<file path="config.mk">
export PLATFORM = sky130hd
export DESIGN_NAME = mem_port_arbiter
export DESIGN_NICKNAME = d
export VERILOG_FILES = /design/src/rtl/mem_port_arbiter.sv
export SDC_FILE = /design/constraint.sdc
export NUM_CORES = 1
export LEC_CHECK = 0
export CAP_MARGIN = 10
export CORE_ASPECT_RATIO = 1.1
export CORE_UTILIZATION = 35
export DETAILED_ROUTE_END_ITERATION = 7
export PLACE_DENSITY = 0.82
export SLEW_MARGIN = 5
export SYNTH_ARGS = -nofsm -noshare
export SYNTH_HDL_FRONTEND = slang
export SYNTH_SLANG_ARGS = --single-unit
</file>
<file path="constraint.sdc">
create_clock -name clk -period 5.5 [get_ports clk]
set_input_delay 1.1 -clock clk [delete_from_list [all_inputs] [get_ports clk]]
set_output_delay 1.1 -clock clk [all_outputs]
set_load 0.1 [all_outputs]
</file>
<file path="src/rtl/mem_port_arbiter.sv">
// rtl/mem_port_arbiter.sv - shares one synchronous memory between the fetch and load/store ports
//
// Purpose:
//   Serialises instruction-fetch and data accesses onto a single-ported memory.
//   Data has priority, but a fetch is forced after STARVE_LIMIT consecutive data
//   grants made while it was waiting. Every access is bounded by a BUSY-cycle
//   watchdog (TIMEOUT, 0 disables). Each access runs IDLE -> BUSY -> RESP.
//
// Ports:
//   clk, rst                         clock, asynchronous active-high reset
//   inst_req/addr -> inst_rdata/ready fetch port (ready is a one-cycle pulse)
//   data_req/we/addr/sel/wdata        load/store port
//   data_rdata/data_ready             load data and one-cycle completion pulse
//   bus_err                           pulses with a ready whose access timed out
//   stallreq_if, stallreq_mem         combinational stall requests to the cpu
//   mem_ce/we/addr/sel/wdata          registered memory request
//   mem_rdata, mem_ready              memory response, honoured only in BUSY
module mem_port_arbiter #(
  parameter int ADDR_W       = 32,
  parameter int DATA_W       = 32,
  parameter int STARVE_LIMIT = 4,
  parameter int TIMEOUT      = 16,
  localparam int SEL_W       = DATA_W / 8
) (
  input  logic              clk,
  input  logic              rst,
  input  logic              inst_req,
  input  logic [ADDR_W-1:0] inst_addr,
  output logic [DATA_W-1:0] inst_rdata,
  output logic              inst_ready,
  input  logic              data_req,
  input  logic              data_we,
  input  logic [ADDR_W-1:0] data_addr,
  input  logic [SEL_W-1:0]  data_sel,
  input  logic [DATA_W-1:0] data_wdata,
  output logic [DATA_W-1:0] data_rdata,
  output logic              data_ready,
  output logic              bus_err,
  output logic              stallreq_if,
  output logic              stallreq_mem,
  output logic              mem_ce,
  output logic              mem_we,
  output logic [ADDR_W-1:0] mem_addr,
  output logic [SEL_W-1:0]  mem_sel,
  output logic [DATA_W-1:0] mem_wdata,
  input  logic [DATA_W-1:0] mem_rdata,
  input  logic              mem_ready
);

  typedef enum logic [1:0] {IDLE, BUSY, RESP} state_t;

  localparam logic [3:0] STREAK_MAX = 4'(STARVE_LIMIT);
  // Timer holds the number of BUSY cycles already elapsed, so the abort fires
  // in the TIMEOUT-th BUSY cycle.
  localparam logic [7:0] TIMER_LAST = (TIMEOUT == 0) ? 8'd0 : 8'(TIMEOUT - 1);

  state_t              state_q, state_d;
  logic                port_is_data_q, port_is_data_d;
  logic [3:0]          streak_q, streak_d;
  logic [7:0]          timer_q, timer_d;
  logic                cancel_q, cancel_d;
  logic                mem_ce_d, mem_we_d;
  logic [ADDR_W-1:0]   mem_addr_d;
  logic [SEL_W-1:0]    mem_sel_d;
  logic [DATA_W-1:0]   mem_wdata_d;
  logic                inst_ready_d, data_ready_d, bus_err_d;
  logic [DATA_W-1:0]   inst_rdata_d, data_rdata_d;
  logic                grant_data, granted_req, cancel_now, timed_out;
  logic [DATA_W-1:0]   rdata_sel;

  assign stallreq_if  = inst_req & ~inst_ready;
  assign stallreq_mem = data_req & ~data_ready;

  always_comb begin
    state_d        = state_q;
    port_is_data_d = port_is_data_q;
    streak_d       = streak_q;
    timer_d        = timer_q;
    cancel_d       = cancel_q;
    mem_ce_d       = mem_ce;
    mem_we_d       = mem_we;
    mem_addr_d     = mem_addr;
    mem_sel_d      = mem_sel;
    mem_wdata_d    = mem_wdata;
    inst_ready_d   = 1'b0;
    data_ready_d   = 1'b0;
    bus_err_d      = 1'b0;
    inst_rdata_d   = '0;
    data_rdata_d   = '0;
    grant_data     = 1'b0;
    granted_req    = 1'b0;
    cancel_now     = 1'b0;
    timed_out      = 1'b0;
    rdata_sel      = '0;

    case (state_q)
      IDLE: begin
        timer_d    = '0;
        cancel_d   = 1'b0;
        grant_data = data_req & ~(inst_req & (streak_q == STREAK_MAX));
        if (grant_data) begin
          state_d        = BUSY;
          port_is_data_d = 1'b1;
          mem_ce_d       = 1'b1;
          mem_we_d       = data_we;
          mem_addr_d     = data_addr;
          mem_sel_d      = data_sel;
          mem_wdata_d    = data_wdata;
          // Streak only grows while a fetch is actually being held off.
          if (!inst_req)
            streak_d = '0;
          else if (streak_q != STREAK_MAX)
            streak_d = streak_q + 4'd1;
        end else if (inst_req) begin
          state_d        = BUSY;
          port_is_data_d = 1'b0;
          mem_ce_d       = 1'b1;
          mem_we_d       = 1'b0;
          mem_addr_d     = inst_addr;
          mem_sel_d      = {SEL_W{1'b1}};
          mem_wdata_d    = '0;
          streak_d       = '0;
        end else begin
          streak_d = '0;
        end
      end

      BUSY: begin
        // A requester that lets go of req at any point loses its ready pulse,
        // but the memory access itself still runs to completion.
        granted_req = port_is_data_q ? data_req : inst_req;
        cancel_now  = cancel_q | ~granted_req;
        cancel_d    = cancel_now;
        timed_out   = (TIMEOUT != 0) && (timer_q == TIMER_LAST);
        if (mem_ready || timed_out) begin
          state_d   = RESP;
          mem_ce_d  = 1'b0;
          mem_we_d  = 1'b0;
          rdata_sel = (mem_ready && !mem_we) ? mem_rdata : '0;
          bus_err_d = ~mem_ready & ~cancel_now;
          if (port_is_data_q) begin
            data_ready_d = ~cancel_now;
            data_rdata_d = rdata_sel;
          end else begin
            inst_ready_d = ~cancel_now;
            inst_rdata_d = rdata_sel;
          end
        end else begin
          timer_d = timer_q + 8'd1;
        end
      end

      RESP: begin
        // Requests are deliberately not sampled here so a req still held
        // during the ready pulse is not issued a second time.
        state_d = IDLE;
      end

      default: state_d = IDLE;
    endcase
  end

  always_ff @(posedge clk or posedge rst) begin
    if (rst) begin
      state_q        <= IDLE;
      port_is_data_q <= 1'b0;
      streak_q       <= '0;
      timer_q        <= '0;
      cancel_q       <= 1'b0;
      mem_ce         <= 1'b0;
      mem_we         <= 1'b0;
      mem_addr       <= '0;
      mem_sel        <= '0;
      mem_wdata      <= '0;
      inst_ready     <= 1'b0;
      data_ready     <= 1'b0;
      bus_err        <= 1'b0;
      inst_rdata     <= '0;
      data_rdata     <= '0;
    end else begin
      state_q        <= state_d;
      port_is_data_q <= port_is_data_d;
      streak_q       <= streak_d;
      timer_q        <= timer_d;
      cancel_q       <= cancel_d;
      mem_ce         <= mem_ce_d;
      mem_we         <= mem_we_d;
      mem_addr       <= mem_addr_d;
      mem_sel        <= mem_sel_d;
      mem_wdata      <= mem_wdata_d;
      inst_ready     <= inst_ready_d;
      data_ready     <= data_ready_d;
      bus_err        <= bus_err_d;
      inst_rdata     <= inst_rdata_d;
      data_rdata     <= data_rdata_d;
    end
  end

endmodule

</file>
==> run metrics <==
status finished, violations left; failing checks DRC; first-pass GRT wire length 24,270 um; hold-fix buffers at CTS 0; max incr delay on CP 1.15 ns; grt met1 use 0.2247; setup bufs post-CTS 0; DIE AREA 0.01725 mm2; top post-synthesis cells by count dfrtp_1, nand2_1, nor2_1; R2R Setup Slk 3.34 ns; row count 49; syn avg cell area 11.57 um2; number of buffers created by CTS 17; CTS Sinks 153; post-synthesis compound-gate area fraction 0.1109; Residual DRC 22; Storage cell area approximately 0.0038 mm2; crit-path max FO 6; number of enable flip-flop cells after synthesis 0; Final Util 0.5692; crit path time final 4.174 ns; slowest cell on the critical path clkdlybuf4s50_1; cell breakdown of the critical path clkdlybuf4s50_1, nor2b_1, clkdlybuf4s50_1; Post-Syn Instances 506; Filler Cell Count 1,370; via count ~4,800; Setup crit end kind primary output; unrepaired setup endpoints after global routing no; sum of negative setup slack 0 ns; HP Start cancel_q; Worst setup startpoint data_req; M2 GR Usage 0.3088; DP HPWL 10,930 um; pin count of the biggest net entering global routing 99; initial core utilization 0.3577; largest cells by area after synthesis dfrtp_1, nand2_1, a22o_1; R2R depth 4; Routed WL 15,630 um; Pleak 0.004177 uW; Reg-to-Reg End mem_addr[21]; hold depth 1; Die Ht approximately 140 um; Max-Cap Viols 0; GRT Util Overall 0.1834; critical path data arrival time 3.07 ns; area grow syn2layout 59.12%; DP Area 0.008755 mm2; routed len/inst between 15 and 20 um; Worst VDD drop 0.0004942 V; Max Fclk 0.2396 GHz; most frequent cell after synthesis dfrtp_1; worst slew pin tran 1.024 ns; Vias/cell 4.783; Core Region 0.01637 mm2; detailed router's first-iteration violation count around 300; Post-Syn Area 0.005856 mm2; main combinational cell family by area after synthesis simple AND/OR/NAND/NOR gates; Skew-Pair Late Insertion Delay 0.41 ns; FFs w/ async S/R, synth 1.000; dpl cells 961; nets 917; Post-Synth XOR/XNOR Area 0; simple-gate area share of the yosys netlist 0.1927; final worst slack 1.326 ns; Final Hold Viols 0; Finished Layout Cells 993; Longest Clk Path Bufs 2; Die Wd 125.3 um; Layout Skew 0.008390 ns; Buffers on Ports approximately 280; Initial DRT Pass Iterations 7; Endpoint, Worst Hold inst_ready; vias in the first global route roughly 4,700; register bit total from synthesis 153; CTS tree done; Ports 277; antenna violations before repair 0; Yosys top cell area share 0.6538; Power Dens Cells 678.3 mW/mm2; Top cell by count, worst path clkdlybuf4s50_1; Seq/Total Area, Yosys 0.6538; worst path required time 4.40 ns; CTS root buffer clkbuf_16; global route overflow 0; Syn Nets approximately 650; post-synthesis adder-cell area fraction 0.006410; pre-CTS setup slack 1.312 ns; GPL Wtd Cong 0.8214; final instance area 0.009318 mm2; Slew Viols, Final 0; # diodes 0; Tcrit/Tclk final 0.7590; CP startpoint kind input port; Clk pin slew, worst setup/hold paths roughly 0.060 ns; met3 Resource Use GR 0.05282; post-cts sizing count 0; largest area contributor in the netlist dfrtp_1; busiest metal layer after global routing met2; hold crit path type reg -> reg; Max-slew headroom 0.3152; post-synthesis mux area share 0.001923; H-tree levels 4; Detail Route Antenna Nets 0; setup violators final 0; Unique masters post-synth approximately 40; Crit Path Category in -> out; Synth Flop Type dfrtp_1; worst r2r src state_q[0]; area of the multi-input gates 0.001831 mm2; layout cells sized above 1 0.06337; synth warn 0
-- logic make-up after synthesis --
logic type	count (synthesis)
and+or+nand+nor	222
buffers and inverters	38
adders and majority gates	3
DFF	153
muxes	1
AOI/OAI and AO/OA	89
-- how the worst max path moves through the flow --
stage | to | slack (ns) | cells after the start
floorplan | bus_err | 0.28 | 1
global placement | stallreq_mem | 1.25 | 3
detailed placement | stallreq_mem | 1.31 | 3
CTS | stallreq_mem | 1.31 | 3
global route | stallreq_mem | 1.26 | 3
finish | stallreq_mem | 1.33 | 3
-- worst max-delay path: cells and delay by family --
| kind | cells | cell delay (ns) |
|---|---|---|
| buffers and inverters | 2 | 1.79 |
| and+or+nand+nor | 1 | 0.17 |
-- state kept, by name, summed over array words and instances, names as in the netlist --
| name | cells |
|---|---|
| bus_err | 1 |
| cancel_q | 1 |
| data_rdata | 32 |
| data_ready | 1 |
| inst_rdata | 32 |
| inst_ready | 1 |
| mem_addr | 32 |
| mem_ce | 1 |
| mem_sel | 4 |
| mem_wdata | 32 |
| mem_we | 1 |
| port_is_data_q | 1 |
| state_q | 2 |
| streak_q | 4 |
| timer_q | 8 |
-- cells in the final DEF, fill, tap and decap left out, types with 6 or more instances in the layout --
master and instances:
nand3_1 10, dfrtp_1 153, buf_4 8, a31oi_1 33
and3_1 34, o21ai_0 6, a22o_1 33, clkdlybuf4s50_1 275
nor2_1 39, and2_1 33, nand2_1 82, clkbuf_16 17
-- area by class of cell --
cell class | count | share of cell area
clock buffer | 19 | 0.04861
clock inverter | 13 | 0.01182
inverter | 6 | 0.002954
multi-input combinational | 315 | 0.1965
sequential | 153 | 0.4109
tap | 204 | 0.02739
timing repair buffer | 283 | 0.3019
-- per-stage QoR --
| stage | hold WS (ns) | total power (uW) |
|---|---|---|
| 2_1_floorplan | 0.4571 | 4386 |
| 3_3_place_gp | 0.4786 | 5214 |
| 3_5_place_dp | 0.4861 | 5254 |
| 4_1_cts | 0.4920 | 6376 |
| 5_1_grt | 0.5162 | 6564 |
| 6_report | 0.4936 | 6320 |
-- metal layers --
metal	vias to the layer above	routed length (um)	part of all wire
li1	2286	-	-
met1	2275	6620	0.42
met2	185	7890	0.50
met3	4	1062	0.068
met4	0	55	0.0035
met5	-	0	0
-- where the power goes --
| part | total [uW] | internal [uW] | switching (uW) |
|---|---|---|---|
| Combinational | 3560 | 824 | 2730 |
| Clock | 1100 | 613 | 485 |
| Sequential | 1670 | 1440 | 221 |
Power figures use the tool's default switching activity.
